File: config.mk
export PLATFORM = sky130hd
export DESIGN_NAME = round_judge_flat
export DESIGN_NICKNAME = d
export VERILOG_FILES = /design/src/rtl/round_judge_if.sv /design/src/rtl/round_judge.sv /design/src/flat_wrapper.sv
export SDC_FILE = /design/constraint.sdc
export NUM_CORES = 1
export LEC_CHECK = 0
export BUFFER_PORTS_ARGS = -buffer_cell sky130_fd_sc_hd__buf_2
export CELL_PAD_IN_SITES_DETAIL_PLACEMENT = 1
export CELL_PAD_IN_SITES_GLOBAL_PLACEMENT = 2
export CORE_MARGIN = 2
export CORE_UTILIZATION = 27
export DETAILED_ROUTE_END_ITERATION = 7
export GPL_TIMING_DRIVEN = 0
export HOLD_SLACK_MARGIN = 0.05
export PLACE_DENSITY = 0.84
export RECOVER_POWER = 50
export SLEW_MARGIN = 10
export SYNTH_ARGS = -nofsm -noshare
export SYNTH_HDL_FRONTEND = slang
export SYNTH_SLANG_ARGS = --single-unit
File: constraint.sdc
create_clock -name clk -period 1.85 [get_ports clk]
set_clock_uncertainty 0.2 [all_clocks]
set_input_delay 0.37 -clock clk [delete_from_list [all_inputs] [get_ports clk]]
set_output_delay 0.37 -clock clk [all_outputs]
set_load 0.01 [all_outputs]
File: src/rtl/round_judge_if.sv
// rtl/round_judge_if.sv - answer-key, round-control and verdict/score signals between game controller and judge
interface round_judge_if #(
  parameter int N_CHOICE = 2,
  parameter int SCORE_W  = 8
);
  localparam int CW = (N_CHOICE > 1) ? $clog2(N_CHOICE) : 1;

  logic                start;
  logic [CW-1:0]       correct_idx;
  logic [N_CHOICE-1:0] keys;
  logic                score_clr;
  logic                busy;
  logic                win;
  logic                lose;
  logic                timeout;
  logic [SCORE_W-1:0]  score;
  logic [SCORE_W-1:0]  streak;

  modport master (
    output start, correct_idx, keys, score_clr,
    input  busy, win, lose, timeout, score, streak
  );

  modport slave (
    input  start, correct_idx, keys, score_clr,
    output busy, win, lose, timeout, score, streak
  );
endinterface

File: src/rtl/round_judge.sv
// rtl/round_judge.sv - mini-game answer judge with verdict pulses, saturating score and streak
// Optional round timeout enabled by defining ROUND_JUDGE_TIMEOUT_EN.
module round_judge #(
  parameter int N_CHOICE    = 2,
  parameter int TIMEOUT_CYC = 1000,
  parameter int SCORE_W     = 8
) (
  input  logic         clk,
  input  logic         rst_n,
  round_judge_if.slave bus
);
  localparam int CW = (N_CHOICE > 1) ? $clog2(N_CHOICE) : 1;

  typedef enum logic [1:0] {ST_IDLE, ST_ARM, ST_WAIT} state_t;

  state_t              state_q, state_d;
  logic [N_CHOICE-1:0] key_q;
  logic [N_CHOICE-1:0] pe;
  logic [N_CHOICE-1:0] idx_mask;
  logic [CW-1:0]       idx_q, idx_d;
  logic                win_q, win_d;
  logic                lose_q, lose_d;
  logic                to_q, to_d;
  logic [SCORE_W-1:0]  score_q, streak_q;
  logic                win_cond;
  logic                expired;

  assign pe = bus.keys & ~key_q;

  // An out-of-range index shifts the one past the top bit, leaving an empty mask that no press can match.
  assign idx_mask = {{(N_CHOICE-1){1'b0}}, 1'b1} << idx_q;
  // Matching the whole key vector also rejects a press made while another key is still held.
  assign win_cond = (pe != '0) && (bus.keys == idx_mask);

`ifdef ROUND_JUDGE_TIMEOUT_EN
  localparam int TW = $clog2(TIMEOUT_CYC) + 1;
  logic [TW-1:0] cnt_q;

  always_ff @(posedge clk) begin
    if (!rst_n || state_q != ST_WAIT) begin
      cnt_q <= '0;
    end else begin
      cnt_q <= cnt_q + 1'b1;
    end
  end

  assign expired = (cnt_q == TW'(TIMEOUT_CYC - 1));
`else
  assign expired = 1'b0;
`endif

  always_comb begin
    state_d = state_q;
    idx_d   = idx_q;
    win_d   = 1'b0;
    lose_d  = 1'b0;
    to_d    = 1'b0;
    case (state_q)
      ST_IDLE: begin
        if (bus.start) begin
          idx_d   = bus.correct_idx;
          state_d = ST_ARM;
        end
      end
      ST_ARM: begin
        if (bus.keys == '0) state_d = ST_WAIT;
      end
      ST_WAIT: begin
        // A press always wins over an expiry landing in the same cycle.
        if (pe != '0) begin
          win_d   = win_cond;
          lose_d  = !win_cond;
          state_d = ST_IDLE;
        end else if (expired) begin
          lose_d  = 1'b1;
          to_d    = 1'b1;
          state_d = ST_IDLE;
        end
      end
      default: state_d = ST_IDLE;
    endcase
  end

  always_ff @(posedge clk) begin
    if (!rst_n) begin
      state_q <= ST_IDLE;
      key_q   <= '0;
      idx_q   <= '0;
      win_q   <= 1'b0;
      lose_q  <= 1'b0;
      to_q    <= 1'b0;
    end else begin
      state_q <= state_d;
      key_q   <= bus.keys;
      idx_q   <= idx_d;
      win_q   <= win_d;
      lose_q  <= lose_d;
      to_q    <= to_d;
    end
  end

  always_ff @(posedge clk) begin
    if (!rst_n || bus.score_clr) begin
      score_q  <= '0;
      streak_q <= '0;
    end else if (win_d) begin
      if (score_q != {SCORE_W{1'b1}})  score_q  <= score_q + 1'b1;
      if (streak_q != {SCORE_W{1'b1}}) streak_q <= streak_q + 1'b1;
    end else if (lose_d) begin
      streak_q <= '0;
    end
  end

  assign bus.busy    = (state_q != ST_IDLE);
  assign bus.win     = win_q;
  assign bus.lose    = lose_q;
  assign bus.timeout = to_q;
  assign bus.score   = score_q;
  assign bus.streak  = streak_q;
endmodule
File: src/flat_wrapper.sv
// flat-port wrapper written by rule: the top's interface ports become plain ports
module round_judge_flat 
#(
  parameter int N_CHOICE    = 2,
  parameter int TIMEOUT_CYC = 1000,
  parameter int SCORE_W     = 8
)
  (clk, rst_n, bus_start, bus_correct_idx, bus_keys, bus_score_clr, bus_busy, bus_win, bus_lose, bus_timeout, bus_score, bus_streak);
  round_judge_if #(.N_CHOICE(N_CHOICE), .SCORE_W(SCORE_W)) bus_i ();
  input  logic clk;
  input  logic rst_n;
  input wire logic [$bits(bus_i.start)-1:0] bus_start;
  input wire logic [$bits(bus_i.correct_idx)-1:0] bus_correct_idx;
  input wire logic [$bits(bus_i.keys)-1:0] bus_keys;
  input wire logic [$bits(bus_i.score_clr)-1:0] bus_score_clr;
  output wire logic [$bits(bus_i.busy)-1:0] bus_busy;
  output wire logic [$bits(bus_i.win)-1:0] bus_win;
  output wire logic [$bits(bus_i.lose)-1:0] bus_lose;
  output wire logic [$bits(bus_i.timeout)-1:0] bus_timeout;
  output wire logic [$bits(bus_i.score)-1:0] bus_score;
  output wire logic [$bits(bus_i.streak)-1:0] bus_streak;
  assign bus_i.start = bus_start;
  assign bus_i.correct_idx = bus_correct_idx;
  assign bus_i.keys = bus_keys;
  assign bus_i.score_clr = bus_score_clr;
  assign bus_busy = bus_i.busy;
  assign bus_win = bus_i.win;
  assign bus_lose = bus_i.lose;
  assign bus_timeout = bus_i.timeout;
  assign bus_score = bus_i.score;
  assign bus_streak = bus_i.streak;
  round_judge #(.N_CHOICE(N_CHOICE), .TIMEOUT_CYC(TIMEOUT_CYC), .SCORE_W(SCORE_W)) u_core (.clk(clk), .rst_n(rst_n), .bus(bus_i));
endmodule
==> flow_summary_export.csv <==
group,metric,value,unit
run_status,outcome,"finished, violations left",
run_status,violations,"negative setup slack",
drt,viasPerCell,5.30,
setup_path,critical_path.startpoint_type,"register",
min_path,min_path_type,"in2reg",
placement,dpl.hpwl,2.32,mm
global_route,antenna_found_initial,0,
global_route,grt_max_degree,13,
floorplanning,start_util,0.279,
synth,synthCells,134,
sta,period_share,1.11,
placement,dp_cells,209,
cells_and_area,n_antenna_cell,0,
global_route,grt_pass1_vias,1088,
drt,vias,1156,
sta,final-hold-violation-count,0,
power_and_ir_drop,p_sw,214,uW
synth,synth_warnings,0,
cells_and_area,fin_area,1460,sq um
job,max_cap_viol_count,0,
synth,synth-edff-count,0,
synth,netlist_area,1110,sq um
drt,wl,3.21,mm
cells_and_area,final_nets,178,
synth,ys_seq_elements,23,
cells_and_area,final_common_cell,"buf_2",
clocking,clockBufferDepth,2,
sta,finalMaxSlewViolations,0,
power_and_ir_drop,peakVddDrop,0.000199,V
drt,antenna_left,0,
clocking,path_clk_slew,80,ps
setup_path,max_stage_delay,510,ps
clocking,cts_buffers,3,
clocking,cts_tree,"yes",
power_and_ir_drop,power,895,uW
floorplanning,io_pins,27,
power_and_ir_drop,power.share.clock,0.358,
setup_path,cp.required,1850,ps
drt,drtPass1Iterations,2,
synth,seq_area_frac_synth,0.416,
setup_path,crit_chain,"or3b_4, a221o_1, or4b_1, a21oi_2",
placement,gp_congestion,0.816,
floorplanning,fp-row-count,23,
placement,placed_area,1300,sq um
cells_and_area,drive_gt1_frac,0.304,
cells_and_area,area_growth,31.9,%
cells_and_area,final_cells,218,
floorplanning,die_h,68.0,microns
clocking,cts_root_buf,"clkbuf_8",
sta,worst_slew_margin_rel,0.594,
setup_path,end_kind,"register",
synth,avgSynthCellArea,8.25,sq um
sta,worstMarginPinSlew,610,ps
sta,fmax,488,MHz
global_route,grt_usage,0.150,
clocking,cts.htree.levels,1,
sta,fin_crit,2050,ps
cells_and_area,final_cell_mix,"buf_2, dfxtp_1, a21oi_1",
setup_path,crit_path_top_delay_cell,"or4b_1",
setup_path,crit_arrival,2050,ps
synth,synth_fp_nets,143,
power_and_ir_drop,power.density,613,nW/um^2
clocking,insertion_delay,270,ps
setup_path,critical_path_class,"reg2reg",
power_and_ir_drop,p_leak,0.532,nW
floorplanning,die_w,68.0,microns
synth,async_reset_ff_frac,0,
drt,remaining_drc_errors,0,
floorplanning,core_area,3970,sq um
power_and_ir_drop,p_sw_frac,0.239,
sta,setup_slack,-198,ps
setup_path,critPathMaxFanout,6,
placement,port_buffers,25,
global_route,overflow,0,
power_and_ir_drop,p_seq_frac,0.564,
cells_and_area,postLayoutCoreUtil,0.367,
power_and_ir_drop,p_comb_frac,0.077,
power_and_ir_drop,p_int,681,uW
floorplanning,dieArea,4620,sq um
clocking,cts_sinks,23,
global_route,grt_pass1_wl,5.15,mm
sta,rsz0062_at_grt,"yes",
drt,drt_iter0_markers,37,
sta,tns,-1180,ps
synth,synth_flop_cell,"dfxtp_1",
sta,setup_viol,11,
drt,drt-wirelength-per-cell,14.7,microns
synth,synthDistinctLibCells,38,
[timing repair]
item,4_1_cts,5_1_grt
pin swaps,9,6
setup endpoints to repair,11,16
hold buffers,0,0
buffers inserted,5,0
gates resized for setup,15,10
[through the flow]
| stage | setup WS (ps) | hold WS [ps] |
|---|---|---|
| CTS | -185 | 137 |
| global route | -249 | 145 |
| detailed placement | -442 | 281 |
| floorplan | -76.5 | 246 |
| finish | -198 | 141 |
| global placement | -430 | 270 |
[Yosys cell counts, types with 4 or more instances]
cell type / number / area (sq um)
nand2_1: 9 / 33.8
inv_1: 4 / 15.0
dfxtp_1: 23 / 460
nor3_1: 4 / 20.0
o31ai_1: 4 / 30.0
o21ai_0: 7 / 35.0
or3_1: 4 / 25.0
nand3_1: 9 / 45.0
a21oi_1: 17 / 85.1
nor2_1: 9 / 33.8
[cell families after synthesis]
| group | share of synthesized area |
|---|---|
| other | 0.00339 |
| DFF | 0.416 |
| buffers and inverters | 0.0283 |
| adders and majority gates | 0.0226 |
| and+or+nand+nor | 0.292 |
| AOI/OAI and AO/OA | 0.238 |
[state kept, by name, summed over array words and instances, names as in the netlist]
name / flops
u_core.key_q: 2
u_core.bus.score: 8
u_core.bus.streak: 8
u_core.state_q: 2
u_core.bus.lose: 1
u_core.bus.win: 1
u_core.idx_q: 1
[worst paths after layout]
path                                startpoint                           endpoint  slack, ps  cells past startpoint
max                  u_core.idx_q$_SDFFE_PN0P_   u_core.bus.score[7]$_SDFFE_PP0P_       -200                      4
min                            bus_correct_idx          u_core.idx_q$_SDFFE_PN0P_        140                      3
min reg2reg  u_core.bus.streak[1]$_SDFFE_PP0P_  u_core.bus.streak[1]$_SDFFE_PP0P_        280                      2
max reg2reg          u_core.idx_q$_SDFFE_PN0P_   u_core.bus.score[7]$_SDFFE_PP0P_       -200                      4
[per-layer routing]
| layer | up-vias | track usage | part of all wire |
|---|---|---|---|
| met5 | - | 0 | 0 |
| met4 | 0 | 0.0600 | 0.015 |
| met3 | 5 | 0.0247 | 0.033 |
| met2 | 21 | 0.255 | 0.49 |
| met1 | 559 | 0.188 | 0.46 |
| li1 | 571 | - | - |
[layout make-up]
type / instances / area, sq um
Fill cell: 497 / 2510
Multi-Input combinational cell: 104 / 683
Sequential cell: 23 / 464
Timing Repair Buffer: 30 / 166
Tap cell: 50 / 62.6
Clock buffer: 4 / 45.0
Buffer: 3 / 22.5
Inverter: 4 / 15.0
[worst max-delay path, delay by kind of cell (launching register included)]
| kind | cells | cell delay [ps] |
|---|---|---|
| AND/OR/NAND/NOR | 2 | 900 |
| flip-flops | 1 | 330 |
| AO/OA/AOI/OAI | 2 | 550 |
[power groups by stage]
stage               clock (mW)  combinational, mW  sequential, mW
CTS                      0.337             0.0701           0.505
global placement             0             0.0572           0.517
floorplan                    0             0.0374           0.516
detailed placement           0             0.0611           0.517
global route             0.359             0.0768           0.506
finish                   0.321             0.0691           0.505
(Power assumes the default switching activity.)
